File: src/rtl/commit_trace_buffer_pkg.sv
// Shared types for the retire-trace capture block: the captured entry layout and the capture FSM states.
// Entry width is fixed here so the RAM, the top level and any software decoder agree on one layout.
package trace_pkg;

  localparam int XLEN  = 32;
  localparam int CYC_W = 16;

  typedef struct packed {
    logic [CYC_W-1:0] cyc;
    logic [XLEN-1:0]  pc;
    logic [31:0]      inst;
    logic [4:0]       rd;
    logic             wen;
    logic [XLEN-1:0]  data;
  } trace_entry_t;

  typedef enum logic [1:0] {
    IDLE   = 2'd0,
    ARMED  = 2'd1,
    POST   = 2'd2,
    FROZEN = 2'd3
  } trace_state_e;

endpackage

File: src/rtl/commit_trace_buffer_ram.sv
// Trace storage: one write port, one registered read port, read-first on an address collision.
// Read data appears one clock after re_i; no reset, contents are meaningless until written.
module trace_ram
  import trace_pkg::*;
#(
  parameter  int DEPTH = 16,
  localparam int AW    = $clog2(DEPTH)
) (
  input  logic         clk_i,
  input  logic         we_i,
  input  logic [AW-1:0] waddr_i,
  input  trace_entry_t wdata_i,
  input  logic         re_i,
  input  logic [AW-1:0] raddr_i,
  output trace_entry_t rdata_o
);

  trace_entry_t mem [DEPTH];

  always_ff @(posedge clk_i) begin
    if (we_i) mem[waddr_i] <= wdata_i;
    if (re_i) rdata_o <= mem[raddr_i];
  end

endmodule

File: src/rtl/commit_trace_buffer.sv
// Retire-trace capture beside writeback: circular buffer of retired instructions with optional PC trigger.
// Capture is single-cycle and never stalls the pipeline; readback has one cycle of latency.
module commit_trace_buffer
  import trace_pkg::*;
#(
  parameter  int DEPTH = 16,
  localparam int IDX_W = $clog2(DEPTH)
) (
  input  logic             clock,
  input  logic             reset_n,
  input  logic             retire_valid,
  input  logic [XLEN-1:0]  retire_pc,
  input  logic [31:0]      retire_inst,
  input  logic [4:0]       retire_rd,
  input  logic             retire_wen,
  input  logic [XLEN-1:0]  retire_data,
  input  logic             arm,
  input  logic             mode,
  input  logic [XLEN-1:0]  trig_pc,
  input  logic [IDX_W-1:0] post_cnt,
  input  logic             rd_req,
  input  logic [IDX_W-1:0] rd_idx,
  output logic             rd_valid,
  output logic             rd_err,
  output trace_entry_t     rd_entry,
  output logic [1:0]       state,
  output logic [IDX_W:0]   count,
  output logic             overflow,
  output logic             triggered
);

  localparam logic [IDX_W:0] FULL_CNT = (IDX_W+1)'(DEPTH);

  trace_state_e     state_q, state_d;
  logic [IDX_W-1:0] wr_ptr_q;
  logic [IDX_W:0]   count_q;
  logic             overflow_q, triggered_q;
  logic             mode_q;
  logic [XLEN-1:0]  trig_pc_q;
  logic [IDX_W-1:0] post_cnt_q, post_q;
  logic [CYC_W-1:0] cyc_q;
  logic             rd_valid_q, rd_err_q;

  logic             capture;
  logic             fire;
  logic             rd_oob;
  logic [IDX_W-1:0] rd_addr;
  trace_entry_t     wr_entry;
  trace_entry_t     ram_rdata;

  always_ff @(posedge clock or negedge reset_n) begin
    if (!reset_n) state_q <= IDLE;
    else          state_q <= state_d;
  end

  // arm wins over everything, including a trigger hit in the same cycle
  always_comb begin
    state_d = state_q;
    if (arm) begin
      state_d = ARMED;
    end else begin
      case (state_q)
        ARMED:   if (fire && mode_q) state_d = (post_cnt_q == '0) ? FROZEN : POST;
        POST:    if (capture && post_q == IDX_W'(1)) state_d = FROZEN;
        default: state_d = state_q;
      endcase
    end
  end

  always_comb begin
    capture = 1'b0;
    fire    = 1'b0;
    if (!arm && retire_valid && (state_q == ARMED || state_q == POST)) begin
      capture = 1'b1;
      fire    = (state_q == ARMED) && (retire_pc == trig_pc_q);
    end
  end

  always_ff @(posedge clock or negedge reset_n) begin
    if (!reset_n) begin
      wr_ptr_q    <= '0;
      count_q     <= '0;
      overflow_q  <= 1'b0;
      triggered_q <= 1'b0;
      mode_q      <= 1'b0;
      trig_pc_q   <= '0;
      post_cnt_q  <= '0;
      post_q      <= '0;
    end else if (arm) begin
      wr_ptr_q    <= '0;
      count_q     <= '0;
      overflow_q  <= 1'b0;
      triggered_q <= 1'b0;
      mode_q      <= mode;
      trig_pc_q   <= trig_pc;
      post_cnt_q  <= post_cnt;
    end else if (capture) begin
      wr_ptr_q <= wr_ptr_q + IDX_W'(1);
      if (count_q == FULL_CNT) overflow_q <= 1'b1;
      else                     count_q    <= count_q + (IDX_W+1)'(1);
      if (fire) begin
        triggered_q <= 1'b1;
        post_q      <= post_cnt_q;
      end else if (state_q == POST) begin
        post_q <= post_q - IDX_W'(1);
      end
    end
  end

  always_ff @(posedge clock or negedge reset_n) begin
    if (!reset_n) cyc_q <= '0;
    else          cyc_q <= cyc_q + CYC_W'(1);
  end

  assign wr_entry = '{cyc: cyc_q, pc: retire_pc, inst: retire_inst, rd: retire_rd,
                      wen: retire_wen, data: retire_data};

  // once the buffer has wrapped, the oldest entry sits at the write pointer
  assign rd_oob  = {1'b0, rd_idx} >= count_q;
  assign rd_addr = ((count_q == FULL_CNT) ? wr_ptr_q : '0) + rd_idx;

  trace_ram #(.DEPTH(DEPTH)) u_ram (
    .clk_i   (clock),
    .we_i    (capture),
    .waddr_i (wr_ptr_q),
    .wdata_i (wr_entry),
    .re_i    (rd_req),
    .raddr_i (rd_addr),
    .rdata_o (ram_rdata)
  );

  always_ff @(posedge clock or negedge reset_n) begin
    if (!reset_n) begin
      rd_valid_q <= 1'b0;
      rd_err_q   <= 1'b0;
    end else begin
      rd_valid_q <= rd_req;
      rd_err_q   <= rd_req && rd_oob;
    end
  end

  // RAM has no reset, so the output is gated to keep reset and error reads at zero
  assign rd_entry  = (rd_valid_q && !rd_err_q) ? ram_rdata : trace_entry_t'('0);
  assign rd_valid  = rd_valid_q;
  assign rd_err    = rd_err_q;
  assign state     = state_q;
  assign count     = count_q;
  assign overflow  = overflow_q;
  assign triggered = triggered_q;

endmodule
File: config.mk
export PLATFORM = sky130hd
export DESIGN_NAME = commit_trace_buffer
export DESIGN_NICKNAME = d
export VERILOG_FILES = /design/src/rtl/commit_trace_buffer_pkg.sv /design/src/rtl/commit_trace_buffer_ram.sv /design/src/rtl/commit_trace_buffer.sv
export SDC_FILE = /design/constraint.sdc
export NUM_CORES = 2
export LEC_CHECK = 0
export BUFFER_PORTS_ARGS = -buffer_cell sky130_fd_sc_hd__buf_2
export CAP_MARGIN = 20
export CORE_MARGIN = 4
export CORE_UTILIZATION = 55
export CTS_CLUSTER_SIZE = 40
export DETAILED_ROUTE_END_ITERATION = 10
export HOLD_SLACK_MARGIN = 0.1
export PLACE_DENSITY = 0.72
export SLEW_MARGIN = 10
export SYNTH_ARGS = -nofsm -noshare
export SYNTH_HDL_FRONTEND = slang
export SYNTH_SLANG_ARGS = --single-unit
export TNS_END_PERCENT = 1
File: constraint.sdc
create_clock -name clock -period 11.8 [get_ports clock]
set_input_delay 1.18 -clock clock [delete_from_list [all_inputs] [get_ports clock]]
set_output_delay 1.18 -clock clock [all_outputs]
set_load 0.01 [all_outputs]
==> flow_summary_export.csv <==
group,metric,value,unit
clocking,cts_resized,0,
synthesis,async_flop_share,3.46,%
synthesis,synth_mux_area_share,13.9,%
synthesis,synthesis.nets,3898,
sta,setup_tns,0,ps
synthesis,ys.flop_type,"edfxtp_1",
detailed_routing,via_per_inst,6.22,
power,p_leak,29.1,nW
setup_path,worst_ep_arrival_time,6060,ps
grt,grt_overflow_total,0,
finish,area_growth,13.1,%
synthesis,seq_area_frac_synth,78.0,%
clocking,clock_latency,830,ps
placement,portBuffers,276,
finish,multiInputGateArea,16700,sq um
setup_path,rr_worst_depth,12,
sta,fin_ws,6250,ps
setup_path,cp_cell_sequence,"inv_1, ha_1, and4bb_2, and2_1, ha_4, fa_4, buf_4, buf_12, mux4_2, and2_1, a211oi_1, a31oi_1",
detailed_routing,totalWireLength,175000,um
clocking,cts.repair_timing.setup_buffer_count,0,
power,total_power,15.5,mW
synthesis,synth_area,79500,sq um
clocking,clkTransAtPathRegs,60,ps
finish,fin_util,62.6,%
sta,maxSlewViolCount,0,
sta,hold_viol_final,0,
sta,fmax,180,MHz
detailed_routing,wl_per_cell,28.5,um
synthesis,yosys.area_share.xor_xnor,0.603,%
power,peakVddDrop,0.129,mV
synthesis,ys_top_cells_by_count,"edfxtp_1, mux4_2, nand2_1",
sta,min_period,5550,ps
finish,nFillCells,9680,
clocking,numCtsBuffers,202,
grt,antenna_found_initial,20,
sta,finClkSkew,50.8,ps
detailed_routing,vias,38100,
grt,grt.total_usage,23.5,%
sta,setup_viol,0,
detailed_routing,drc_errors,0,
floorplanning,die-height,388,um
grt,grt_pass1_vias,39500,
status,outcome,"finished clean",
synthesis,synthDominantCellAreaShare,75.7,%
setup_path,crit_slowest_cell,"fa_4",
placement,place_congestion,0.773,
setup_path,slowest_delay,1250,ps
finish,seqCellArea,62000,sq um
detailed_routing,drt_pre_antenna_iters,5,
synthesis,yosys.area.top_type,"edfxtp_1",
synthesis,synth_cell_types,46,
synthesis,synth_seq_cells,2078,
setup_path,crit_type,"reg2reg",
sta,rsz0062_at_grt,"no",
synthesis,synth-simple-area-share,3.78,%
clocking,cts.sinks,2078,
floorplanning,row_count,139,
setup_path,crit_top_cell,"and2_1",
sta,worst_pin_slew,1140,ps
power,powerDensity,172,nW/um^2
clocking,cts_tree,"built",
synthesis,yosys_warnings,0,
clocking,htreeDepth,4,
setup_path,critPathBufInv,3,
synthesis,yosysMostFrequentCell,"edfxtp_1",
clocking,cts-root-buf,"clkbuf_16",
sta,maxSlewHeadroom,23.9,%
setup_path,path_max_fanout,130,
floorplanning,start_util,55.4,%
setup_path,critPathLaunchType,"flip-flop",
finish,final_layout_size_suffix_gt1_share,27.5,%
finish,fin_nets,4218,
placement,hpwl,79900,um
placement,dpl_worst_slack,6160,ps
synthesis,synthAdderAreaFrac,0.308,%
synthesis,avgSynthCellArea,21.3,sq um
worst_hold_path,hold_class,"in2async",
synthesis,synth_compound_area_share,2.26,%
setup_path,crit_family,"adder cells",
synthesis,synth_area_leaders,"edfxtp_1, mux4_2, dfrtp_1, and2_1, nand2_1",
floorplanning,die_x,388,um
detailed_routing,drtIter0Drc,4142,
setup_path,path_depth,12,
clocking,cts_hold_buf,0,
synthesis,synth_top_family_by_area,"multiplexers",
run,maxCapViolCount,0,
detailed_routing,ant_nets,0,
sta,period_share,47.0,%
synthesis,synth-edff-count,2006,
floorplanning,dieArea,151000,sq um
clocking,clk_path_buf_depth,3,
grt,grt_max_degree,162,
floorplanning,coreArea,144000,sq um
grt,grt_pass1_wl,262000,um
setup_path,crit_path_end_kind,"flip-flop",
synthesis,syn_inst,3731,
setup_path,cp_data_required_time,12310,ps
floorplanning,io_pins,277,
## layer usage
layer	track usage [%]	part of all wire, %	vias to the layer above
met5	0	0.027	-
met4	5.49	1.8	8
met3	4.42	8.3	233
met2	37.1	49	1641
met1	34.8	41	20300
li1	-	-	16000
## sequential cells by signal, indices dropped and copies added, names as in the netlist
| signal | count |
|---|---|
| mode_q | 1 |
| triggered | 1 |
| wr_ptr_q | 4 |
| count | 5 |
| cyc_q | 16 |
| rd_err | 1 |
| rd_valid | 1 |
| u_ram.mem | 1888 |
| post_cnt_q | 4 |
| post_q | 4 |
| overflow | 1 |
| trig_pc_q | 32 |
| state | 2 |
| u_ram.rdata_o | 118 |
## power by group
part | internal [mW] | switching (mW) | total, mW
Sequential | 8.22 | 0.0454 | 8.27
Clock | 3.71 | 2.73 | 6.45
Combinational | 0.292 | 0.476 | 0.768
## cells in the final DEF (no fill, tap or decap), drive strengths merged, types with 3 or more instances in the layout
master    count
a21o          3
a211oi      119
a31oi       118
and2        240
mux2         36
nand2       261
inv          23
diode        12
mux4        472
xnor2        16
dfrtp        72
nor3         11
o32ai         4
xor2         36
o21ai         4
nor4         10
buf         323
bufinv       22
a21oi         7
clkbuf      248
nor2b         5
ha           18
edfxtp     2006
nor2         30
nand3         8
nand4         7
nand2b        6
clkinvlp      8
clkinv       91
## kinds of logic (layout without fill, tap and decap cells)
group                      after synthesis  count (layout)
DFF                                   2078            2078
and+or+nand+nor                        588             588
muxes                                  508             508
AOI/OAI and AO/OA                      261             261
buffers and inverters                  224             715
xor gates and xnor gates                53              53
adders and majority gates               19              19
other                                    0              12
## path summary, 6_finish.rpt
path / from / end / slack [ps]
min: reset_n / trig_pc_q[1] / 270
max: count[0] / u_ram.rdata_o[45] / 6250
min reg2reg: count[4] / rd_err / 510
max reg2reg: count[0] / u_ram.rdata_o[45] / 6250
min in group clock: count[4] / rd_err / 510
max in group asynchronous: reset_n / cyc_q[3] / 10420
## stage by stage
step | instances | instance area, sq um | hold slack, ps
global placement | 5750 | 83200 | 507
global route | 6127 | 89900 | 247
finish | 6137 | 90000 | 271
CTS | 6125 | 89900 | 207
detailed placement | 5750 | 83200 | 508
floorplan | 3731 | 79500 | 496
## cell type report
cell class              instances  area share, %
inverters                      17         0.0709
repair buffers                323           2.24
diodes                         12         0.0334
multi-input cells            1429           18.6
flip-flops and latches       2078           69.0
well taps                    1903           2.65
clock buffers                 248           5.94
clock inverters               127           1.52
Power figures use the tool's default switching activity.
